[config.mk]
export PLATFORM = sky130hd
export DESIGN_NAME = razor_iter_ctrl
export DESIGN_NICKNAME = d
export VERILOG_FILES = /design/src/rtl/fptd_ctrl_pkg.sv /design/src/rtl/razor_err_collector.sv /design/src/rtl/razor_iter_ctrl.sv
export SDC_FILE = /design/constraint.sdc
export NUM_CORES = 1
export LEC_CHECK = 0
export BUFFER_PORTS_ARGS = -buffer_cell sky130_fd_sc_hd__buf_2
export CAP_MARGIN = 10
export CORE_AREA = 2 2 250 252
export CTS_BUF_LIST = sky130_fd_sc_hd__clkbuf_4
export DETAILED_ROUTE_END_ITERATION = 16
export DIE_AREA = 0 0 252 254
export PLACE_DENSITY_LB_ADDON = 0.1
export SLEW_MARGIN = 30
export SYNTH_ARGS = -nofsm -noshare
export SYNTH_HDL_FRONTEND = slang
export SYNTH_SLANG_ARGS = --single-unit
[constraint.sdc]
create_clock -name Clock -period 2.38 [get_ports Clock]
set_clock_uncertainty 0.1 [all_clocks]
set_input_delay 0.476 -clock Clock [delete_from_list [all_inputs] [get_ports Clock]]
set_output_delay 0.476 -clock Clock [all_outputs]
set_load 0.05 [all_outputs]
[src/rtl/fptd_ctrl_pkg.sv]
// Shared types and constants for the Razor iteration controller:
// FSM state encoding and the error-counter width and saturation value.
package fptd_ctrl_pkg;

  typedef enum logic [1:0] {
    IDLE   = 2'd0,
    RUN    = 2'd1,
    REPLAY = 2'd2,
    DONE   = 2'd3
  } state_t;

  localparam int ERR_CNT_W = 8;
  localparam logic [ERR_CNT_W-1:0] ERR_CNT_SAT = 8'd255;

  // Increment that sticks at the saturation value instead of wrapping.
  function automatic logic [ERR_CNT_W-1:0] err_cnt_inc(input logic [ERR_CNT_W-1:0] cnt);
    return (cnt == ERR_CNT_SAT) ? cnt : cnt + 1'b1;
  endfunction

endpackage

[src/rtl/razor_err_collector.sv]
// Collapses the three per-section Razor flag vectors into one any-error bit
// and holds the captured vectors that are fed back to the sections.
module razor_err_collector #(
  parameter int K = 104
) (
  input  logic         clk,
  input  logic         srst,
  input  logic [K-1:0] cur_alpha,
  input  logic [K-1:0] cur_beta,
  input  logic [K-1:0] cur_be1,
  input  logic         capture,
  input  logic         clear,
  output logic         any_err,
  output logic [K-1:0] prev_alpha,
  output logic [K-1:0] prev_beta,
  output logic [K-1:0] prev_be1
);

  logic [K-1:0] sec_err;
  logic [K-1:0] prev_alpha_reg;
  logic [K-1:0] prev_beta_reg;
  logic [K-1:0] prev_be1_reg;

  genvar gi;
  generate
    for (gi = 0; gi < K; gi++) begin : g_sec
      assign sec_err[gi] = cur_alpha[gi] | cur_beta[gi] | cur_be1[gi];
    end
  endgenerate

  assign any_err = |sec_err;

  // Clear wins over capture so an abort can never leave stale flags behind.
  always_ff @(posedge clk) begin
    if (srst || clear) begin
      prev_alpha_reg <= '0;
      prev_beta_reg  <= '0;
      prev_be1_reg   <= '0;
    end else if (capture) begin
      prev_alpha_reg <= cur_alpha;
      prev_beta_reg  <= cur_beta;
      prev_be1_reg   <= cur_be1;
    end
  end

  assign prev_alpha = prev_alpha_reg;
  assign prev_beta  = prev_beta_reg;
  assign prev_be1   = prev_be1_reg;

endmodule

[src/rtl/razor_iter_ctrl.sv]
// Razor-protected decoder iteration controller: runs IMAX clean iterations,
// replays on timing errors. Error statistics are built only with RAZOR_ERR_STATS_EN.
module razor_iter_ctrl
  import fptd_ctrl_pkg::*;
#(
  parameter int K             = 104,
  parameter int IMAX          = 8,
  parameter int REPLAY_CYCLES = 1,
  parameter int ERR_LIMIT     = 16
) (
  input  logic                       Clock,
  input  logic                       Reset,
  input  logic                       Start,
  input  logic                       Abort,
  input  logic [K-1:0]               Error_current_Alpha,
  input  logic [K-1:0]               Error_current_Beta,
  input  logic [K-1:0]               Error_current_be1,
  output logic                       Enable,
  output logic [K-1:0]               Error_previous_Alpha,
  output logic [K-1:0]               Error_previous_Beta,
  output logic [K-1:0]               Error_previous_be1,
  output logic [$clog2(IMAX+1)-1:0]  Iter,
  output logic                       Busy,
  output logic                       Done,
  output logic [ERR_CNT_W-1:0]       ErrCount,
  output logic                       Throttle
);

  localparam int IW = $clog2(IMAX + 1);
  localparam int RW = (REPLAY_CYCLES > 1) ? $clog2(REPLAY_CYCLES) : 1;
  localparam logic [IW-1:0] ITER_LAST  = IW'(IMAX - 1);
  localparam logic [RW-1:0] REPLAY_TOP = RW'(REPLAY_CYCLES - 1);

  state_t          state_reg, state_next;
  logic [IW-1:0]   iter_reg, iter_next;
  logic [RW-1:0]   replay_reg, replay_next;
  logic            enable_reg, busy_reg, done_reg;
  logic            any_err;
  logic            capture;
  logic            prev_clear;
  logic            start_acc;
  logic            err_evt;

  razor_err_collector #(
    .K(K)
  ) u_collector (
    .clk        (Clock),
    .srst       (Reset),
    .cur_alpha  (Error_current_Alpha),
    .cur_beta   (Error_current_Beta),
    .cur_be1    (Error_current_be1),
    .capture    (capture),
    .clear      (prev_clear),
    .any_err    (any_err),
    .prev_alpha (Error_previous_Alpha),
    .prev_beta  (Error_previous_Beta),
    .prev_be1   (Error_previous_be1)
  );

  always_comb begin
    state_next  = state_reg;
    iter_next   = iter_reg;
    replay_next = replay_reg;
    capture     = 1'b0;
    prev_clear  = 1'b0;
    start_acc   = 1'b0;
    err_evt     = 1'b0;
    unique case (state_reg)
      IDLE: begin
        if (Start && !Abort) begin
          state_next = RUN;
          iter_next  = '0;
          start_acc  = 1'b1;
        end
      end
      RUN: begin
        if (Abort) begin
          state_next = IDLE;
          prev_clear = 1'b1;
        end else if (any_err) begin
          state_next  = REPLAY;
          replay_next = REPLAY_TOP;
          capture     = 1'b1;
          err_evt     = 1'b1;
        end else begin
          iter_next = iter_reg + 1'b1;
          if (iter_reg == ITER_LAST) begin
            state_next = DONE;
          end
        end
      end
      REPLAY: begin
        // Flags stay captured for the whole replay and drop on re-entry to RUN.
        if (Abort) begin
          state_next = IDLE;
          prev_clear = 1'b1;
        end else if (replay_reg == '0) begin
          state_next = RUN;
          prev_clear = 1'b1;
        end else begin
          replay_next = replay_reg - 1'b1;
        end
      end
      DONE: begin
        state_next = IDLE;
        prev_clear = Abort;
      end
      default: begin
        state_next = IDLE;
      end
    endcase
  end

  always_ff @(posedge Clock) begin
    if (Reset) begin
      state_reg  <= IDLE;
      iter_reg   <= '0;
      replay_reg <= '0;
      enable_reg <= 1'b0;
      busy_reg   <= 1'b0;
      done_reg   <= 1'b0;
    end else begin
      state_reg  <= state_next;
      iter_reg   <= iter_next;
      replay_reg <= replay_next;
      enable_reg <= (state_next == RUN);
      busy_reg   <= (state_next == RUN) || (state_next == REPLAY);
      done_reg   <= (state_next == DONE);
    end
  end

  assign Enable = enable_reg;
  assign Busy   = busy_reg;
  assign Done   = done_reg;
  assign Iter   = iter_reg;

`ifdef RAZOR_ERR_STATS_EN
  logic [ERR_CNT_W-1:0] err_cnt_reg;
  logic [ERR_CNT_W-1:0] err_cnt_next;
  logic                 throttle_reg;

  assign err_cnt_next = err_cnt_inc(err_cnt_reg);

  // Throttle latches in the same cycle the count reaches the limit.
  always_ff @(posedge Clock) begin
    if (Reset || start_acc) begin
      err_cnt_reg  <= '0;
      throttle_reg <= 1'b0;
    end else if (err_evt) begin
      err_cnt_reg  <= err_cnt_next;
      throttle_reg <= throttle_reg || (32'(err_cnt_next) >= ERR_LIMIT);
    end
  end

  assign ErrCount = err_cnt_reg;
  assign Throttle = throttle_reg;
`else
  logic unused_stats;
  assign unused_stats = start_acc ^ err_evt;
  assign ErrCount     = '0;
  assign Throttle     = 1'b0;
`endif

endmodule

# Word level (Yosys, flattened, before mapping)
# Cells that the tools add are included.
[classes]
add_sub_neg = 2
eq_ne = 12
mux = 23
bitwise = 208
n_reduce_logical = 10
[ops]
columns = ["op", "count"]
rows = [
  ["$or 1x1->1", 208],
  ["$reduce_or 104->1", 1],
  ["$mux 2", 6],
  ["$mux 4", 3],
  ["$mux 1", 10],
  ["$ne 2x2->1 const B", 5],
  ["$eq 2x2->1 const B", 4],
  ["$pmux 2 s4", 1],
  ["$pmux 4 s2", 1],
  ["$reduce_and 4->1", 2],
  ["$add 4x1->4 const B", 1],
  ["$eq 2x1->1 const B", 2],
  ["$eq 4x3->1 const B", 1],
  ["$reduce_bool 2->1", 2],
  ["$pmux 1 s3", 1],
  ["$logic_not 2->1", 1],
  ["$logic_or 1x1->1", 2],
  ["$pmux 1 s2", 1],
  ["$logic_and 1x1->1", 1],
  ["$logic_not 1->1", 1],
  ["$sub 1x1->1 const B", 1],
]
[word_totals]
regBits = 322
inputBits = 316
out_inout_bits = 328
elab_cells = 264

# Depth between registers and ports, before layout
# Gate-level depths: netlist of run 1.
[logic_depth]
depth_word = 8
mapped_depth = 9
mapped_depth_nobuf = 8

# Modules after synthesis
# From an unflattened synthesis of run 1, not the netlist that was laid out.
[unflattened]
cells_unflattened = 1169
hier_area_um2 = 12056.6
[modules_own_cells]
columns = ["module", "n_inst", "cells_each", "area_each_um2", "seq_area_each_um2"]
rows = [
  ["razor_err_collector", 1, 1111, 11509.8, 6246.0],
  ["razor_iter_ctrl", 1, 58, 546.8, 180.2],
]

# Worst setup path before layout of run 1
# OpenSTA, ideal clock, no wires.
[synth_timing]
path_type = "input -> register"
from = "input port Error_current_Alpha[54]"
to = "register iter_reg[3] (netlist: Iter[3])"
setup_ns = 0.086
arrival_ns = 2.049
required_ns = 2.194
path_slack_ns = 0.145
path_stages = 6
path_buffers = 0
path_cell_list = "nor4_1 nand4_1 nor4_2 nand4_1 or4_1 a211oi_1"
[synth_via]
elab_chain_len = 5
[synth_rtl]
columns = ["element", "line_no", "rtl"]
rows = [
  ["start: declaration", "razor_iter_ctrl.sv:15", "input logic [K-1:0] Error_current_Alpha,"],
  ["$or 1x1->1 (2 in a row)", "razor_err_collector.sv:27", "assign sec_err[gi] = cur_alpha[gi] | cur_beta[gi] | cur_be1[gi];"],
  ["$reduce_or 104->1", "razor_err_collector.sv:31", "assign any_err = |sec_err;"],
  ["$ne 2x2->1 (no source line)", "-", ""],
  ["$reduce_and 4->1 (no source line)", "-", ""],
  ["end signal: assignment", "razor_iter_ctrl.sv:124", "iter_reg <= iter_next;"],
  ["end: declaration", "razor_iter_ctrl.sv:35", "logic [IW-1:0] iter_reg, iter_next;"],
]
# No other way between the ends.
# A chain may end at the register's enable or synchronous reset.

# Final worst setup path of run 1
[layout_timing]
from = "input port Error_current_be1[9]"
to = "register u_collector.prev_alpha_reg[65] (netlist: u_collector.prev_alpha[65])"
[layout_via]
elab_chain_len = 5
[layout_rtl]
columns = ["element", "line_no", "rtl"]
rows = [
  ["start: declaration", "razor_iter_ctrl.sv:17", "input logic [K-1:0] Error_current_be1,"],
  ["$or 1x1->1", "razor_err_collector.sv:27", ""],
  ["$reduce_or 104->1", "razor_err_collector.sv:31", ""],
  ["$mux 1", "razor_iter_ctrl.sv:80", "end else if (any_err) begin"],
  ["$mux 1", "razor_iter_ctrl.sv:77", "if (Abort) begin"],
  ["$mux 1", "razor_iter_ctrl.sv:68", "unique case (state_reg)"],
  ["end signal: assignment", "razor_err_collector.sv:40", "prev_alpha_reg <= cur_alpha;"],
  ["end: declaration", "razor_err_collector.sv:20", "logic [K-1:0] prev_alpha_reg;"],
]
# No other way between the ends.

==> results.json, run 1 <==
{
  "status": "complete, but fails checks",
  "violations": "negative setup slack",
  "ys.flop_type": "dfxtp_1",
  "ant_nets": 0,
  "die_w_um": 252,
  "cts_sinks": 321,
  "synth.area.top_cells": "dfxtp_1 48%, mux2i_1 23%, nand2_1 17%",
  "grt_pass1_vias": 16000,
  "die_area_um2": 64000,
  "cp_data_required_time_ns": 2.92,
  "critPathLaunchType": "input port",
  "fin_crit_ns": 2.44,
  "relSlewSlack": 0.483,
  "htree_levels": 3,
  "area_growth_pct": 82.3,
  "cts_tree": "yes",
  "drv_slew": 0,
  "worst_slew_pin_slew_ns": 0.769,
  "crit_arrival_ns": 2.98,
  "leakage_nw": 11.3,
  "cts_root_buffer": "clkbuf_4",
  "fill_cells": 6351,
  "start_util": 0.221,
  "cp-end-kind": "register",
  "cts-buffers-inserted": 96,
  "antenna_found_initial": 16,
  "place_ws_ns": -1.09,
  "max_clock_freq_mhz": 409,
  "final_hold_viol_count": 0,
  "fin_util": 0.402,
  "hp-class": "in -> reg",
  "synth_most_common_cell": "nand2_1",
  "routedWlPerCell_um": 17.4,
  "coreArea_um2": 61300,
  "drc": 0,
  "synth_top_area_cell": "dfxtp_1",
  "drt_iter0_markers": 658,
  "portBuffers": 634,
  "async_reset_ff_frac": 0,
  "yosys-top-cells-count": "629 x nand2_1, 321 x dfxtp_1, 313 x mux2i_1, 78 x nor4_1, 70 x clkbuf_1",
  "cp_max_fo": 8,
  "setup_violations": 80,
  "io_pins": 644,
  "grt_max_degree": 55,
  "vias": 15400,
  "wirelength_um": 62400,
  "layout_setup_ws_ns": -0.0641,
  "firstDrtPassIters": 5,
  "synth_cells": 1513,
  "maxCapViolations": 0,
  "die_y_um": 254,
  "crit_type": "in -> reg",
  "grt-ovfl-total": 0,
  "dp_hpwl_um": 44500,
  "avgSynthCellArea_um2": 8.94,
  "cts_buffer_depth": 3,
  "cts.reportedPaths.clkPinSlew_ns": 0.06,
  "seq_area_frac_synth": 0.475,
  "finalPower_mw": 13.2,
  "yosysTopAreaCellShare": 0.475,
  "synth_edf_count": 0,
  "grt_pass1_wl_um": 89500,
  "post_dp_cell_area_um2": 19500,
  "final_area_um2": 24600,
  "ys_ff_latch": 321,
  "nNetsFinal": 3048,
  "gp_congestion": 0.852,
  "netlist-cell-type-count": 32,
  "grtUsageTotal": 0.180,
  "vias_per_cell": 4.29,
  "fp-row-count": 91,
  "drive_gt1_frac": 0.384,
  "power_density_nw_per_um2": 536,
  "clk_latency_ns": 0.80,
  "synth_area_um2": 13500,
  "vdd_drop_max_uv": 262,
  "yosys_warnings": 0,
  "fin_crit_sh": 1.03
}
## path summary, 6_finish.rpt
kind / startpoint / end / slack, ns / depth (start not counted)
max reg2reg: state_reg[0]$_SDFF_PP0_ / u_collector.prev_alpha[65]$_SDFFE_PP0P_ / 0.20 / 6
min: Error_current_Beta[81] / u_collector.prev_beta[81]$_SDFFE_PP0P_ / 0.1 / 4
max: Error_current_be1[9] / u_collector.prev_alpha[65]$_SDFFE_PP0P_ / -0.06 / 10
min reg2reg: u_collector.prev_beta[33]$_SDFFE_PP0P_ / u_collector.prev_beta[33]$_SDFFE_PP0P_ / 0.35 / 2
## power breakdown
group / internal [mW] / switching (mW)
Combinational: 1.16 / 1.33
Sequential: 5.49 / 0.0598
Clock: 2.67 / 2.51
## cell usage in the layout (no fill, tap or decap), drive strengths merged, types with 5 or more instances in the layout
cell type	count
buf	876
nand2	629
dfxtp	321
mux2i	313
dlygate4sd3	304
clkbuf	150
nor4	83
dlymetal6s4s	29
nand4	20
clkinv	20
diode	9
conb	9
nor2	5
## routing by layer
metal  vias to the layer above  global-route usage  wire length [um]
met3                       130              0.0631              4930
met5                         -                   0                62
met2                       553               0.317             31000
li1                       7557                   -                 -
met1                      7129               0.193             24300
met4                        10              0.0801              2050
## per-stage QoR
| step | cells | TNS (ns) | hold WS [ns] |
|---|---|---|---|
| 2_1_floorplan | 1521 | 0 | 0.460 |
| 3_3_place_gp | 3109 | -327.22 | 0.340 |
| 3_5_place_dp | 3109 | -338.27 | 0.345 |
| 4_1_cts | 3579 | 0 | 0.0723 |
| 5_1_grt | 3581 | -0.286 | 0.0139 |
| 6_report | 3586 | -1.34 | 0.0994 |
## area by class of cell
cell class | instances | area (um2) | share of cell area
repair buffers | 1225 | 9360 | 0.380
multi-input cells | 1085 | 6730 | 0.273
flip-flops and latches | 321 | 6430 | 0.261
clock buffers | 134 | 1010 | 0.0408
well taps | 790 | 988 | 0.0401
clock inverters | 21 | 120 | 0.00487
diodes | 9 | 22.5 | 0.000914
inverters | 1 | 3.75 | 0.000152
## what timing repair did
action	CTS	global route
gates cloned	0	18
endpoints found under the hold margin	321	18
setup endpoints to repair	318	317
hold buffers	315	18
pin swaps	1	25
setup buffers	0	1
resized for setup	3	83
## cell families (layout without fill, tap and decap cells)
logic type | after synthesis | count (layout) | share of synthesized area
AO/OA/AOI/OAI | 13 | 13 | 0.00657
other | 1 | 18 | 0.000277
multiplexers | 313 | 313 | 0.232
AND/OR/NAND/NOR | 748 | 748 | 0.232
flip-flops | 321 | 321 | 0.475
buffers and inverters | 115 | 1381 | 0.0520
adder cells (fa/ha/maj) | 2 | 2 | 0.00185
## worst max-delay path: stages
cell and delay [ns]:
buf_2 0.11, nor4_1 0.68, nand4_1 0.28, nor4_4 0.33, buf_4 0.17, and4_4 0.23
a21boi_4 0.15, clkbuf_16 0.25, clkbuf_16 0.18, mux2i_1 0.12
Power figures use the tool's default switching activity.
==> run 2: changes to the inputs <==
Settings changed: ABC_AREA from default to 1, CELL_PAD_IN_SITES_DETAIL_PLACEMENT from default to 0, CELL_PAD_IN_SITES_GLOBAL_PLACEMENT from default to 1, CORE_AREA 2 2 250 252 to 2 2 254 256, DIE_AREA 0 0 252 254 to 0 0 256 258.
==> run 2 against run 1 <==
  * The run now ends clean
  * Worst hold slack improved by 0.21 ns
  * Sequential power up 2%
  * Global-route usage down 0.23 points
  * Non-clock buffer count is 107 lower
  * Critical path depth is 6 higher
  * Critical endpoint is now u_collector.prev_alpha[67]$_SDFFE_PP0P_
  * Largest cell class unchanged
  * Largest power group unchanged
  * Highest routed layer unchanged
==> results.json, run 2 <==
{
  "status": "completed",
  "synth_top_area_cell": "dfxtp_1",
  "start_util": 0.196,
  "drt_iter0_markers": 642,
  "yosys_warnings": 0,
  "cts_sinks": 321,
  "seq_area_um2": 6430,
  "r2r_start": "state_reg[0]$_SDFF_PP0_",
  "crit_type": "in -> reg",
  "maxCapViolations": 0,
  "coreArea_um2": 63600,
  "crit_buf_inv": 5,
  "crit_arrival_ns": 2.95,
  "final_hold_viol_count": 0,
  "reg2reg_to": "u_collector.prev_alpha[67]$_SDFFE_PP0P_",
  "slowest_stage": "dlygate4sd3_1",
  "fin_crit_sh": 0.965,
  "grt_max_degree": 55,
  "portBuffers": 634,
  "nNetsFinal": 3158,
  "ys_ff_latch": 321,
  "clk_latency_ns": 0.82,
  "io_pins": 644,
  "power_density_nw_per_um2": 613,
  "netlist-cell-type-count": 24,
  "antenna_found_initial": 5,
  "place_ws_ns": -0.487,
  "synth_most_common_cell": "nor2_1",
  "grt-ovfl-total": 0,
  "drc": 0,
  "die_w_um": 256,
  "synth_area_um2": 12500,
  "wirelength_um": 61800,
  "async_reset_ff_frac": 0,
  "critPathLaunchType": "input port",
  "cp_max_fo": 8,
  "fp-row-count": 93,
  "rsz0062_at_grt": "no",
  "gp_congestion": 0.819,
  "top_usage_layer": "met2",
  "cts_tree": "yes",
  "yosys-top-cells-count": "844 x nor2_1, 321 x dfxtp_1, 246 x o21ai_0, 95 x nand2_1, 68 x o21ai_1",
  "fill_cells": 7134,
  "drv_slew": 0,
  "grtUsageTotal": 0.178,
  "fin_crit_ns": 2.30,
  "layout_common_cells": "829 x nor2_1, 634 x buf_2, 321 x dfxtp_1, 315 x dlygate4sd3_1, 246 x o21ai_0",
  "cts_root_buffer": "clkbuf_4",
  "seq_area_frac_synth": 0.515,
  "leakage_nw": 10.2,
  "reg2regPathDepth": 10,
  "slowest_delay_ns": 0.59,
  "ys.flop_type": "dfxtp_1",
  "hp-class": "in -> reg",
  "layout_setup_ws_ns": 0.0844,
  "max_clock_freq_mhz": 436,
  "routedWlPerCell_um": 16.4,
  "critPathLaunch": "Error_current_Alpha[63]",
  "hold_path_end": "u_collector.prev_be1[18]$_SDFFE_PP0P_",
  "use_met3": 0.0560,
  "hold_path_startpoint": "Error_current_be1[18]",
  "layout_commonest_cell": "nor2_1",
  "synth_edf_count": 0,
  "rrSetupSlack_ns": 0.37,
  "area_growth_pct": 77.5,
  "die_area_um2": 66000,
  "grtUsageMet1": 0.208,
  "finalPower_mw": 13.6,
  "setup_violations": 0,
  "dp_hpwl_um": 45600,
  "avgSynthCellArea_um2": 7.24,
  "cts.reportedPaths.clkPinSlew_ns": 0.06,
  "cp_cell_sequence": "dlygate4sd3_1, buf_2, nor2_1, nand3_1, nor2_2, nand2_1, nor2_1, nand2_1, nor2_4, nand2_2, nand2_8, buf_4, clkbuf_16, buf_4, o21ai_0, nor2_1",
  "cts-buffers-inserted": 100,
  "grt_pass1_vias": 15300,
  "cts_buffer_depth": 3,
  "vias_per_cell": 4.06,
  "firstDrtPassIters": 5,
  "use_met2": 0.309,
  "cp-end-kind": "register",
  "die_y_um": 258,
  "drive_gt1_frac": 0.337,
  "vdd_drop_max_uv": 277,
  "htree_levels": 3,
  "multi_input_comb_area_um2": 5410,
  "yosysTopAreaCellShare": 0.515,
  "vias": 15300,
  "critPathTopFamily": "simple AND/OR/NAND/NOR gates",
  "synth_cells": 1723,
  "grt_pass1_wl_um": 90700,
  "min_path_cells": 4,
  "crit_top_cell": "nor2_1",
  "synth.area.top_cells": "dfxtp_1 51%, nor2_1 25%, o21ai_0 9.9%",
  "cp_data_required_time_ns": 3.03,
  "ant_nets": 0
}
run 2: cell types whose count changed after synthesis, sizes merged, moves of 10 or more:
cell	before	now
nor2	5	847
nand2	629	97
mux2i	313	0
o21ai	3	314
nor4	83	0
clkbuf	70	37
buf	44	74
nand4	20	3
inv	1	11
run 2: timing repair:
| action | in CTS | in global routing |
|---|---|---|
| buffers inserted | 0 | 3 |
| gates resized for setup | 0 | 34 |
| setup endpoints to repair | 0 | 314 |
| hold buffers | 315 | 0 |
| endpoints found under the hold margin | 321 | 0 |
run 2: final cells by class:
| class | count | area share |
|---|---|---|
| flip-flops and latches | 321 | 0.290 |
| clock buffers | 138 | 0.0468 |
| diodes | 6 | 0.000678 |
| repair buffers | 1118 | 0.363 |
| inverters | 11 | 0.00220 |
| well taps | 855 | 0.0483 |
| multi-input cells | 1288 | 0.244 |
| clock inverters | 24 | 0.00503 |
run 2: worst reg2reg max path: cells and delay by family (launching register included):
family                 cells  cell delay (ns)
AOI/OAI and AO/OA          1             0.16
buffers and inverters      5             0.63
DFF                        1             0.40
and+or+nand+nor            4             0.59
run 2: cells by family after synthesis:
kind of cell	after synthesis	synth area share
other cells	1	0.000300
compound gates	316	0.127
fa+ha+maj	2	0.00200
simple gates	960	0.293
xor+xnor	1	0.000702
buf+inv	122	0.0621
flops	321	0.515
run 2: routing by layer:
layer | routed length [um] | vias up
li1 | - | 7731
met1 | 26100 | 6923
met2 | 30200 | 489
met3 | 4110 | 106
met4 | 1400 | 4
met5 | 27 | -
run 2: worst max path at each step:
stage,to,slack [ns],cells past startpoint
floorplan,u_collector.prev_alpha[100]$_SDFFE_PP0P_,0.49,14
global placement,Busy$_SDFF_PP0_,-0.58,14
detailed placement,Busy$_SDFF_PP0_,-0.49,14
CTS,Busy$_SDFF_PP0_,0.00009,15
global route,u_collector.prev_alpha[67]$_SDFFE_PP0P_,0.03,17
finish,u_collector.prev_alpha[67]$_SDFFE_PP0P_,0.08,16
run 2: power breakdown:
| group | total (mW) | switching, mW | internal (mW) |
|---|---|---|---|
| registers | 5.66 | 0.0955 | 5.57 |
| clock network | 5.24 | 2.60 | 2.65 |
| logic | 2.67 | 1.59 | 1.08 |
| total | 13.6 | 4.28 | 9.29 |
run 2: stage by stage:
stage / utilization / setup TNS (ns) / cells / hold slack (ns) / instance area [um2]
floorplan: - / 0 / 1731 / 0.445 / 12500
global placement: 0.275 / -131.78 / 3269 / 0.356 / 17500
detailed placement: 0.275 / -129.90 / 3269 / 0.365 / 17500
CTS: 0.343 / 0 / 3746 / 0.191 / 21800
global route: 0.348 / 0 / 3761 / 0.211 / 22200
finish: 0.348 / 0 / 3761 / 0.312 / 22200
